## src/rtl/alu_sequencer.sv

```systemverilog
// alu_sequencer: sequences one ALU operation per request (two ALU cycles for funnel shift) and returns a held response
// Ports:
//   clk_i, rst_i                    clock, async active-high reset
//   req_valid_i/req_ready_o         request handshake; req_op_i, req_a_i, req_b_i, req_c_i operator and operands
//   alu_*_o / alu_*_i               drive an external ALU and take back its result and comparison bit
//   rsp_valid_o/rsp_ready_i         response handshake; rsp_result_o, rsp_cmp_o, rsp_illegal_o response payload
//   retired_cnt_o                   count of completed response handshakes (wraps)
package ibex_pkg;
  typedef enum logic [6:0] {
    ALU_ADD = 7'd0,
    ALU_SUB = 7'd1,
    ALU_XOR = 7'd2,
    ALU_OR  = 7'd3,
    ALU_AND = 7'd4,
    ALU_SRA = 7'd8,
    ALU_SRL = 7'd9,
    ALU_SLL = 7'd10,
    ALU_LT  = 7'd25,
    ALU_LTU = 7'd26,
    ALU_GE  = 7'd27,
    ALU_GEU = 7'd28,
    ALU_EQ  = 7'd29,
    ALU_NE  = 7'd30,
    ALU_FSL = 7'd40,
    ALU_FSR = 7'd41
  } alu_op_e;
endpackage

module alu_sequencer #(
  parameter bit MultiCycleFsl = 1'b1
) (
  input  logic               clk_i,
  input  logic               rst_i,
  input  logic               req_valid_i,
  output logic               req_ready_o,
  input  ibex_pkg::alu_op_e  req_op_i,
  input  logic [31:0]        req_a_i,
  input  logic [31:0]        req_b_i,
  input  logic [31:0]        req_c_i,
  output ibex_pkg::alu_op_e  alu_operator_o,
  output logic [31:0]        alu_operand_a_o,
  output logic [31:0]        alu_operand_b_o,
  output logic               alu_instr_first_cycle_o,
  input  logic [31:0]        alu_result_i,
  input  logic               alu_comparison_result_i,
  output logic               rsp_valid_o,
  input  logic               rsp_ready_i,
  output logic [31:0]        rsp_result_o,
  output logic               rsp_cmp_o,
  output logic               rsp_illegal_o,
  output logic [15:0]        retired_cnt_o
);
  import ibex_pkg::*;
  typedef enum logic [1:0] {IDLE, EXEC1, EXEC2, RESP} state_e;
  state_e      state_q, state_d;
  alu_op_e     op_q, op_d;
  logic [31:0] a_q, a_d, b_q, b_d, c_q, c_d, imd_q, imd_d, res_q, res_d;
  logic        cmp_q, cmp_d, ill_q, ill_d;
  logic [15:0] cnt_q, cnt_d;
  logic        accept, retire, legal, two_cycle;
  assign legal     = op_q inside {ALU_AND, ALU_ADD, ALU_SLL, ALU_SRL, ALU_GE, ALU_FSL};
  assign two_cycle = MultiCycleFsl && (op_q == ALU_FSL);
  assign retire    = (state_q == RESP) && rsp_ready_i;
  // ready in RESP follows rsp_ready_i so a new request can be taken on the handshake edge
  assign req_ready_o = (state_q == IDLE) || retire;
  assign accept      = req_valid_i && req_ready_o;
  always_ff @(posedge clk_i or posedge rst_i) begin
    if (rst_i) begin
      state_q <= IDLE;
      op_q    <= ALU_ADD;
      a_q     <= 32'h0;
      b_q     <= 32'h0;
      c_q     <= 32'h0;
      imd_q   <= 32'h0;
      res_q   <= 32'h0;
      cmp_q   <= 1'b0;
      ill_q   <= 1'b0;
      cnt_q   <= 16'h0;
    end else begin
      state_q <= state_d;
      op_q    <= op_d;
      a_q     <= a_d;
      b_q     <= b_d;
      c_q     <= c_d;
      imd_q   <= imd_d;
      res_q   <= res_d;
      cmp_q   <= cmp_d;
      ill_q   <= ill_d;
      cnt_q   <= cnt_d;
    end
  end
  always_comb begin
    state_d = state_q;
    case (state_q)
      IDLE:    state_d = accept ? EXEC1 : IDLE;
      EXEC1:   state_d = two_cycle ? EXEC2 : RESP;
      EXEC2:   state_d = RESP;
      RESP:    state_d = retire ? (accept ? EXEC1 : IDLE) : RESP;
      default: state_d = IDLE;
    endcase
  end
  always_comb begin
    op_d  = accept ? req_op_i : op_q;
    a_d   = accept ? req_a_i : a_q;
    b_d   = accept ? req_b_i : b_q;
    c_d   = accept ? req_c_i : c_q;
    imd_d = (state_q == EXEC1 && two_cycle) ? alu_result_i : imd_q;
    res_d = res_q;
    cmp_d = cmp_q;
    ill_d = ill_q;
    // illegal operators finish in one cycle with a zeroed payload
    if (state_q == EXEC1 && !two_cycle) begin
      res_d = legal ? alu_result_i : 32'h0;
      cmp_d = legal && alu_comparison_result_i;
      ill_d = !legal;
    end else if (state_q == EXEC2) begin
      res_d = imd_q | alu_result_i;
      cmp_d = alu_comparison_result_i;
      ill_d = 1'b0;
    end
    cnt_d = retire ? cnt_q + 16'd1 : cnt_q;
  end
  always_comb begin
    alu_operator_o          = (state_q == EXEC1) ? op_q : (state_q == EXEC2) ? ALU_FSL : ALU_ADD;
    alu_operand_a_o         = (state_q == EXEC1) ? a_q : (state_q == EXEC2) ? c_q : 32'h0;
    alu_operand_b_o         = (state_q == EXEC1 || state_q == EXEC2) ? b_q : 32'h0;
    alu_instr_first_cycle_o = (state_q == EXEC1);
    rsp_valid_o             = (state_q == RESP);
    rsp_result_o            = res_q;
    rsp_cmp_o               = cmp_q;
    rsp_illegal_o           = ill_q;
    retired_cnt_o           = cnt_q;
  end
endmodule

```

## config.mk

```make
export PLATFORM = sky130hd
export DESIGN_NAME = alu_sequencer
export DESIGN_NICKNAME = d
export VERILOG_FILES = /design/src/rtl/alu_sequencer.sv
export SDC_FILE = /design/constraint.sdc
export NUM_CORES = 1
export LEC_CHECK = 0
export ABC_AREA = 1
export CAP_MARGIN = 5
export CORE_AREA = 5 5 136 138
export CTS_CLUSTER_SIZE = 14
export DETAILED_ROUTE_END_ITERATION = 8
export DIE_AREA = 0 0 141 143
export PLACE_DENSITY = 0.85
export SYNTH_ARGS = -nofsm -noshare
export SYNTH_HDL_FRONTEND = slang
export SYNTH_SLANG_ARGS = --single-unit
```

## constraint.sdc

```tcl
create_clock -name clk_i -period 21 [get_ports clk_i]
set_input_delay 6.3 -clock clk_i [delete_from_list [all_inputs] [get_ports clk_i]]
set_output_delay 6.3 -clock clk_i [all_outputs]
set_load 0.005 [all_outputs]
```

== Word level (Yosys, flattened, before mapping) ==
Index checks and enable logic that the tools add are counted.

* Logic and storage cells: 49
* Bits in registers: 187

* Mux-type cells: 16
* Eq/ne operators: 8
* Bitwise operators: 1
* Reduce and logical (&&, ||, !) cells: 13
* Add/subtract/negate cells: 1

{| class="wikitable"
|+ Operators by type and width
! kind !! count
|-
| $mux 32 || 6
|-
| $or 32x32->32 || 1
|-
| $add 16x1->16 const B || 1
|-
| $eq 7x4->1 const B || 2
|-
| $pmux 2 s4 || 1
|-
| $eq 7x3->1 const B || 1
|-
| $eq 7x5->1 const B || 1
|-
| $eq 7x6->1 const B || 1
|-
| $logic_not 7->1 || 1
|-
| $mux 7 || 1
|-
| $mux 1 || 6
|-
| $mux 6 || 1
|-
| $reduce_bool 6->1 || 1
|-
| $logic_and 1x1->1 || 5
|-
| $eq 2x2->1 const B || 2
|-
| $eq 2x1->1 const B || 1
|-
| $logic_not 1->1 || 2
|-
| $logic_not 2->1 || 1
|-
| $logic_or 1x1->1 || 2
|-
| $mux 2 || 1
|-
| $reduce_bool 2->1 || 1
|}

== Longest topological paths before layout ==
Gate-level depths: netlist (run 1).

* Word-level depth: 7
* Mapped depth: 10
* Mapped depth without buffers: 9

== Worst setup path after synthesis (run 1) ==
No wires, ideal clock.

* Kind: input -> output
* Start: input port rsp_ready_i
* End: output port req_ready_o
* Required time: 14.700 ns
* Arrival: 6.916 ns
* Stages on the path: 5
* Path slack: 7.784 ns
* Path through: nand2_4 > inv_2 > or2_1 > buf_4 > buf_2

* Longest elaborated chain between the ends: 2

{| class="wikitable"
|+ Ends and longest elaborated chain
! what !! RTL line !! text
|-
| start: declaration || 47 || <nowiki>input logic rsp_ready_i,</nowiki>
|-
| $logic_and 1x1->1 || 63 || <nowiki>assign retire = (state_q == RESP) && rsp_ready_i;</nowiki>
|-
| $logic_or 1x1->1 || 65 || <nowiki>assign req_ready_o = (state_q == IDLE) || retire;</nowiki>
|-
| end: declaration || 35 || <nowiki>output logic req_ready_o,</nowiki>
|}

No other way between the ends.

== Worst setup path after layout (run 1) ==
Ends and elaborated chain as after synthesis.

==> metrics, run 1 <==
clock sink count 187; Hold Path Class reg2reg; Net Sw Frac 0.376; CTS root buffer clkbuf_16; Most common cell on crit path clkdlybuf4s50_1; post-synth top area cell dfrtp_1; RD Place Congestion 0.853; post-synthesis simple-gate area fraction 0.271; max_cap viols 0; Fin. Hold Viols 0; pin count of the biggest net entering global routing 96; vias per cell 5.00; layout cell share with drive strength beyond 1 0.0382; site row count 48; placed insts 1502; worst path cell trace clkdlybuf4s50_1 > nand2_4 > inv_2 > or2_2 > buf_4 > clkdlybuf4s50_1; DP HPWL 15800 um; synthesized net count 1210; Crit path max-delay family buffers and inverters; CTS buffer count 17; Yosys reg bits 187; required time of the critical path 14700 ps; period utilization 0.699; Layout Nets 1441; final std cells w/o fill 1534; Setup Crit Path Kind in2out; net switching power 610 uW; RSZ-0062 raised after global routing no; Syn Area/Cell 8.08 um2; total power 1.62 mW; CP max-delay cell clkdlybuf4s50_1; total gr overflow 0; Worst-path clk slew 70 ps; remaining routing DRC violations 0; Gate Count Post-Synth 1065; Buf+Inv Stages, Crit Path 4; Max-slew headroom 0.255; startpoint types input pin; Pwr Density 137 nW/um2; DR WL/cell 15.3 um; xor/xnor share of the synthesized area 0.0142; Bufs on Longest Clock Path 2; Highest Clock Rate 68.1 MHz; fillers 1362; vias in the first global route 7762; Seq pwr share 0.349; post-CTS sizing 0; max incr delay on CP 650 ps; worst skew pair latency 420 ps; post-synthesis sequential area ratio 0.544; first-pass GRT wire length 38800 um; initial antenna violation count 0; cells taking the most area after synthesis dfrtp_1, nand2_1, nand3_1; I/O pins 264; Comb power frac 0.451; ant diodes 0; final max-slew violation count 0; die area 20200 um2; Setup-failing EPs final 0; routed vias 7675; Die Wd 141 um; worst path arrival time 8380 ps; fin crit period 14680 ps; GR Util All Layers 0.239; CP Capture Type output port; core footprint 17100 um2; die extent in y 143 um; Syn Std Cell Area 8610 um2; Cell variety after synth 23; internal power 1.01 mW; CTS tree done; remaining antenna violation count 0; compound-gate portion of the synthesized area 0.0715; Setup Skew 12.9 ps; status finished, final reports clean; Initial Util 0.505; first-pass iteration count of the detailed router 5; Hold-fix buffers, CTS 0; top cell type's share of synthesized area 0.544; post-synthesis mux area share 0; power share of the clock group 0.200; slew at the pin closest to its max-slew limit 1120 ps; largest family of logic cells by synthesized area simple AND/OR/NAND/NOR gates; YS warnings 0; area share of fa/ha/maj cells after synthesis 0.00727; port buffer count 263; Initial DRC Count 455; setup_tns 0 ps; VDD IR max 0.0000920 V; Leak 6.04 nW; Post-CTS Setup Bufs 0; Layout Area Growth over Synthesis 37.3%; H-Tree Depth 4; Worst Path Max Fanout 68; final WL 23500 um
-- cells in the mapped netlist --
cell,count
inv_2,3
nor2_4,1
buf_2,23
o21a_1,32
buf_4,8
xnor2_1,7
nand2_1,400
clkbuf_1,16
nor2_1,54
dfrtp_1,187
buf_1,3
xor2_1,7
a21oi_1,38
ha_1,5
or2_1,1
nand2_4,3
buf_6,9
nand3_1,108
nand4_1,3
o21ai_0,37
nand2_2,1
nor3_1,2
inv_1,117
-- layer usage --
metal  global-route usage  wire length (um)  vias up
met5                    0                 0        -
met4               0.0745               454        0
met3               0.0817              2040       36
met2                0.396             11500      281
met1                0.296              9520     3617
li1                     -                 -     3741
-- worst paths after layout --
path / start / endpoint / slack (ps) / cells past startpoint
worst max register to register: state_q[1] / c_q[15] / 17700 / 9
worst min register to register: b_q[27] / b_q[27] / 470 / 2
worst max-delay path: rsp_ready_i / req_ready_o / 6320 / 6
max in group asynchronous: rst_i / state_q[1] / 13340 / 3
worst min-delay path: b_q[27] / b_q[27] / 470 / 2
min in group asynchronous: rst_i / a_q[29] / 6360 / 2
-- flip-flops by register name (all words and copies together), names as in the netlist --
signal,count
retired_cnt_o,16
b_q,32
imd_q,32
c_q,32
state_q,2
rsp_illegal_o,1
op_q,7
rsp_cmp_o,1
rsp_result_o,32
a_q,32
-- area by class of cell --
class	count	area [um2]	share of cell area
inverters	120	455	0.0385
well taps	225	282	0.0238
multi-input cells	699	3130	0.265
flip-flops and latches	187	4680	0.396
repair buffers	271	2690	0.227
clock buffers	18	429	0.0363
clock inverters	14	158	0.0133
-- worst register-to-register path, stage by stage (launching register included) --
cell	delay, ps
dfrtp_1	420
ha_1	290
nand2_4	140
inv_2	60
or2_2	260
buf_4	320
nand2_4	550
buf_4	760
nor2_1	220
a21oi_1	180
-- cell usage in the layout, fill, tap and decap left out --
master / count
nand2_1: 400
clkdlybuf4s50_1: 262
dfrtp_1: 187
inv_1: 116
nand3_1: 108
nor2_1: 54
a21oi_1: 38
o21ai_0: 37
o21a_1: 32
clkbuf_16: 17
buf_4: 8
xnor2_1: 7
xor2_1: 7
inv_6: 5
ha_1: 5
clkinvlp_4: 4
inv_2: 3
nand4_1: 3
nand2_4: 3
nor3_1: 2
clkinv_2: 2
inv_8: 2
bufinv_16: 2
nand2_2: 1
nor2_4: 1
or2_2: 1
clkbuf_1: 1
buf_2: 1
-- through the flow --
step,setup WS [ps],utilization,hold slack [ps],instance area [um2]
after floorplan,7780,-,442,8610
after detailed placement,6360,0.659,458,11200
after CTS,6360,0.693,476,11800
after global placement,6360,0.659,453,11200
final,6320,0.693,472,11800
after global routing,6220,0.693,491,11800
-- power by group through the flow --
stage / clock network [mW] / registers (mW) / logic (mW)
detailed placement: 0 / 0.572 / 0.736
floorplan: 0 / 0.561 / 0.398
global route: 0.345 / 0.583 / 0.820
finish: 0.324 / 0.567 / 0.733
global placement: 0 / 0.567 / 0.722
CTS: 0.330 / 0.567 / 0.742
-- logic make-up (layout without fill, tap and decap cells) --
family,after synthesis,in the layout
and+or+nand+nor,573,573
DFF,187,187
buffers and inverters,179,423
xor gates and xnor gates,14,14
AOI/OAI and AO/OA,107,107
adders and majority gates,5,5
Power figures use the tool's default switching activity.
==> inputs of run 2 (changes only) <==
- CORE_AREA: 5 5 136 138 -> 5 5 148 150
- DIE_AREA: 0 0 141 143 -> 0 0 153 155
- PLACE_DENSITY: 0.85 -> 0.76
- clock period: 21 -> 12.63 ns (I/O delays scaled with it)
==> metrics, run 2 (same netlist as run 1, synthesis figures left out) <==
Die Wd 153 um; port buffer count 263; DP HPWL 15500 um; die extent in y 155 um; site row count 53; Hold Path Class reg2reg; fillers 1845; final WL 23400 um; Seq pwr share 0.350; Net Sw Frac 0.385; met2 routed WL 10700 um; Leak 6.04 nW; WL met3 2020 um; Metal-1 WL 10000 um; CTS buffer count 17; Setup-failing EPs final 0; status finished, final reports clean; layout cell share with drive strength beyond 1 0.0390; Worst-path clk slew 70 ps; I/O pins 264; Reg2Reg Depth 9; Final Util 0.578; Post-CTS Setup Bufs 0; GR Util All Layers 0.204; Max-slew headroom 0.206; H-Tree Depth 4; most frequent cells in the layout nand2_1, clkdlybuf4s50_1, dfrtp_1, inv_1, nand3_1; die area 23700 um2; Most common cell on crit path clkdlybuf4s50_1; Bufs on Longest Clock Path 2; Crit path max-delay family buffers and inverters; r2r endpoint c_q[19]; Setup crit end req_ready_o; Initial Util 0.419; Fin. Hold Viols 0; worst r2r src state_q[0]; Initial DRC Count 310; setup_tns 0 ps; Setup Crit Path Kind in2out; RD Place Congestion 0.798; power share of the clock group 0.197; final max-slew violation count 0; hold path cells 2; core footprint 20600 um2; Comb power frac 0.454; pin count of the biggest net entering global routing 110; startpoint types input pin; Highest Clock Rate 110 MHz; max_cap viols 0; max incr delay on CP 480 ps; Layout Area Growth over Synthesis 38.0%; remaining routing DRC violations 0; worst setup path startpoint rsp_ready_i; CTS tree done; worst path cell trace clkdlybuf4s50_1 > nand2_4 > inv_2 > or2_2 > clkdlybuf4s50_1; Worst Path Max Fanout 7; Buf+Inv Stages, Crit Path 3; vias in the first global route 7644; Pwr Density 226 nW/um2; worst path arrival time 5290 ps; clock sink count 187; post-CTS sizing 0; Setup Skew 11.1 ps; first-pass iteration count of the detailed router 4; required time of the critical path 8840 ps; slew at the pin closest to its max-slew limit 1190 ps; first-pass GRT wire length 39400 um; CTS root buffer clkbuf_16; Hold-fix buffers, CTS 0; period utilization 0.719; CP Capture Type output port; RSZ-0062 raised after global routing no; CP max-delay cell clkdlybuf4s50_1; Layout Nets 1440; Reg2Reg Setup Slack 9310 ps; CP Depth 5; worst skew pair latency 430 ps; routed vias 7540; commonest non-fill, non-tap cell in the layout nand2_1; DR WL/cell 14.7 um; top layer in use met5; VDD IR max 0.000109 V; remaining antenna violation count 0; total gr overflow 0; initial antenna violation count 5; fin crit period 9080 ps; internal power 1.65 mW; vias per cell 4.75; net switching power 1.03 mW
[run 2: changes by cell type in the layout (fill, tap and decap cells not counted), sizes merged]
cell | before | now
buf | 9 | 8
bufinv | 2 | 0
clkbuf | 18 | 17
clkinv | 2 | 7
clkinvlp | 4 | 1
diode | 0 | 3
inv | 126 | 127
[run 2: how the worst min path moves through the flow]
stage          startpoint      end
6_report          b_q[22]  b_q[22]
4_1_cts           b_q[23]  b_q[23]
3_3_place_gp      b_q[24]  b_q[24]
3_5_place_dp      b_q[23]  b_q[23]
5_1_grt            a_q[9]   a_q[9]
2_1_floorplan     a_q[30]  a_q[30]
[run 2: layer usage]
layer  vias to the layer above  GRT usage
li1                       3744          -
met1                      3524      0.260
met2                       233      0.327
met3                        35     0.0757
met4                         4     0.0615
met5                         -          0
[run 2: power by group through the flow]
stage / clock network [mW] / logic (mW) / registers (mW)
floorplan: 0 / 0.661 / 0.932
global placement: 0 / 1.22 / 0.942
detailed placement: 0 / 1.24 / 0.950
CTS: 0.542 / 1.25 / 0.941
global route: 0.571 / 1.38 / 0.968
finish: 0.529 / 1.22 / 0.940
[run 2: final cells by class]
| cell class | count | area (um2) | share of cell area |
|---|---|---|---|
| clock buffers | 17 | 425 | 0.0358 |
| repair buffers | 270 | 2680 | 0.226 |
| clock inverters | 15 | 151 | 0.0127 |
| inverters | 120 | 458 | 0.0385 |
| flip-flops and latches | 187 | 4680 | 0.394 |
| multi-input cells | 699 | 3130 | 0.264 |
| diodes | 3 | 7.51 | 0.000632 |
| well taps | 275 | 344 | 0.0290 |
[run 2: worst min-delay path: cells and delay by family, from the launching register on]
kind	cells	cell delay (ps)
AND/OR/NAND/NOR	2	100
flip-flops	1	340
[run 2: metrics by stage]
step	std cells	total power [mW]	hold WS, ps	area [um2]	worst slack, ps
6_report	1586	2.69	472	11900	3550
3_3_place_gp	1551	2.16	453	11300	3540
3_5_place_dp	1551	2.19	459	11300	3550
4_1_cts	1583	2.73	476	11900	3540
5_1_grt	1586	2.92	491	11900	3500
2_1_floorplan	1065	1.59	442	8610	3760
==> inputs of run 3 (changes only) <==
- clock period: 12.63 -> 7.55 ns (I/O delays scaled with it)
==> metrics, run 3 (same netlist as run 1, synthesis figures left out) <==
final WL 23300 um; Initial Util 0.419; Final Util 0.577; DP Area 11300 um2; status finished, final reports clean; Worst Min Path Start b_q[22]; DP HPWL 15700 um; port buffer count 263; post-place setup slack 1550 ps; clock sink count 187; CTS buffer count 17; GRT met3 Usage 0.0737; Max-slew headroom 0.231; first-pass iteration count of the detailed router 5; Die Wd 153 um; final std cells w/o fill 1583; final hold slack 472 ps; Reg2Reg Depth 9; max_cap viols 0; pin count of the biggest net entering global routing 147; commonest non-fill, non-tap cell in the layout nand2_1; I/O pins 264; post-CTS sizing 0; H-Tree Depth 4; Layout Nets 1439; startpoint types flop; Setup-failing EPs final 0; worst path arrival time 3770 ps; Post-CTS Setup Bufs 0; slew at the pin closest to its max-slew limit 1150 ps; Setup Skew 13.7 ps; die extent in y 155 um; initial antenna violation count 3; total gr overflow 0; fin crit period 6030 ps; worst path cell trace inv_1 > ha_2 > inv_1 > nand2_1 > o21ai_0 > clkdlybuf4s50_1; site row count 53; worst r2r src state_q[1]; core footprint 20600 um2; Most common cell on crit path inv_1; met2 usage 0.328; GR Util All Layers 0.202; required time of the critical path 5290 ps; Hold-fix buffers, CTS 0; Initial DRC Count 417; Worst-path clk slew 70 ps; placed insts 1550; final max-slew violation count 0; layout cell share with drive strength beyond 1 0.0383; Final Cell Area 11900 um2; layer with the highest usage met2; hold endpoint b_q[22]; Highest Clock Rate 166 MHz; Pwr Density 377 nW/um2; Bufs on Longest Clock Path 2; die area 23700 um2; Setup Crit Path Kind reg2out; Worst Path Max Fanout 41; most frequent cells in the layout nand2_1, clkdlybuf4s50_1, dfrtp_1, inv_1, nand3_1; post-route setup slack 1520 ps; hold path cells 2; RSZ-0062 raised after global routing no; first-pass GRT wire length 39200 um; Leak 6.02 nW; period utilization 0.799; routed vias 7519; setup_tns 0 ps; CTS tree done; max incr delay on CP 920 ps; vias in the first global route 7648; Fin. Hold Viols 0; Reg2Reg Setup Slack 4200 ps; CTS root buffer clkbuf_16; total power 4.47 mW; Crit path max-delay family buffers and inverters; GRT met1 Usage 0.255; remaining routing DRC violations 0; Buf+Inv Stages, Crit Path 3; DR WL/cell 14.7 um; CP Capture Type output port; VDD IR max 0.000218 V; Hold Path Class reg2reg; Layout Area Growth over Synthesis 37.7%; fillers 1849; worst skew pair latency 430 ps; remaining antenna violation count 0; vias per cell 4.75; r2r endpoint op_q[2]; CP max-delay cell nand2_1; RD Place Congestion 0.798
-- run 3: cell types whose count changed in the layout (fill, tap and decap cells not counted) --
cell        previous run  this run
clkinv_8               2         0
buf_4                  7         6
clkbuf_8               0         1
diode_2                3         1
clkinvlp_4             1         2
-- run 3: metal layers --
layer  wire length (um)  share of wire  up-vias
met3               2050          0.088       24
met1               9990           0.43     3518
li1                   -              -     3741
met2              10800           0.46      232
met4                450          0.019        4
met5                 21        0.00090        -
-- run 3: area by class of cell --
cell class                 instances  area [um2]  area share
antenna                            1        2.50    0.000211
sequential                       187        4680       0.395
clock inverter                    14         126      0.0107
timing repair buffer             269        2670       0.225
clock buffer                      18         439      0.0370
inverter                         120         458      0.0386
multi-input combinational        699        3130       0.264
tap                              275         344      0.0290
-- run 3: where the power goes --
| part | internal (mW) | total, mW | switching [mW] |
|---|---|---|---|
| clock | 0.444 | 0.870 | 0.425 |
| sequential | 1.38 | 1.58 | 0.196 |
| combinational | 0.943 | 2.03 | 1.08 |
| total | 2.77 | 4.47 | 1.70 |
-- run 3: worst register-to-register path: stages (launching register included) --
cell     delay (ps)
dfrtp_1         400
ha_1            330
nand2_4         130
inv_2            90
or2_2           180
buf_4           590
nand2_4         790
buf_4           530
nor2_1          150
a21oi_1          50
-- run 3: worst max path at each step --
stage | startpoint | end | slack (ps) | cells after the start
3_3_place_gp | rsp_ready_i | req_ready_o | 1550 | 5
6_report | state_q[1] | alu_operator_o[5] | 1520 | 6
4_1_cts | state_q[1] | alu_operator_o[5] | 1470 | 6
2_1_floorplan | rst_i | a_q[0] | 200 | 1
5_1_grt | state_q[1] | alu_operator_o[5] | 1170 | 6
3_5_place_dp | rsp_ready_i | req_ready_o | 1550 | 5
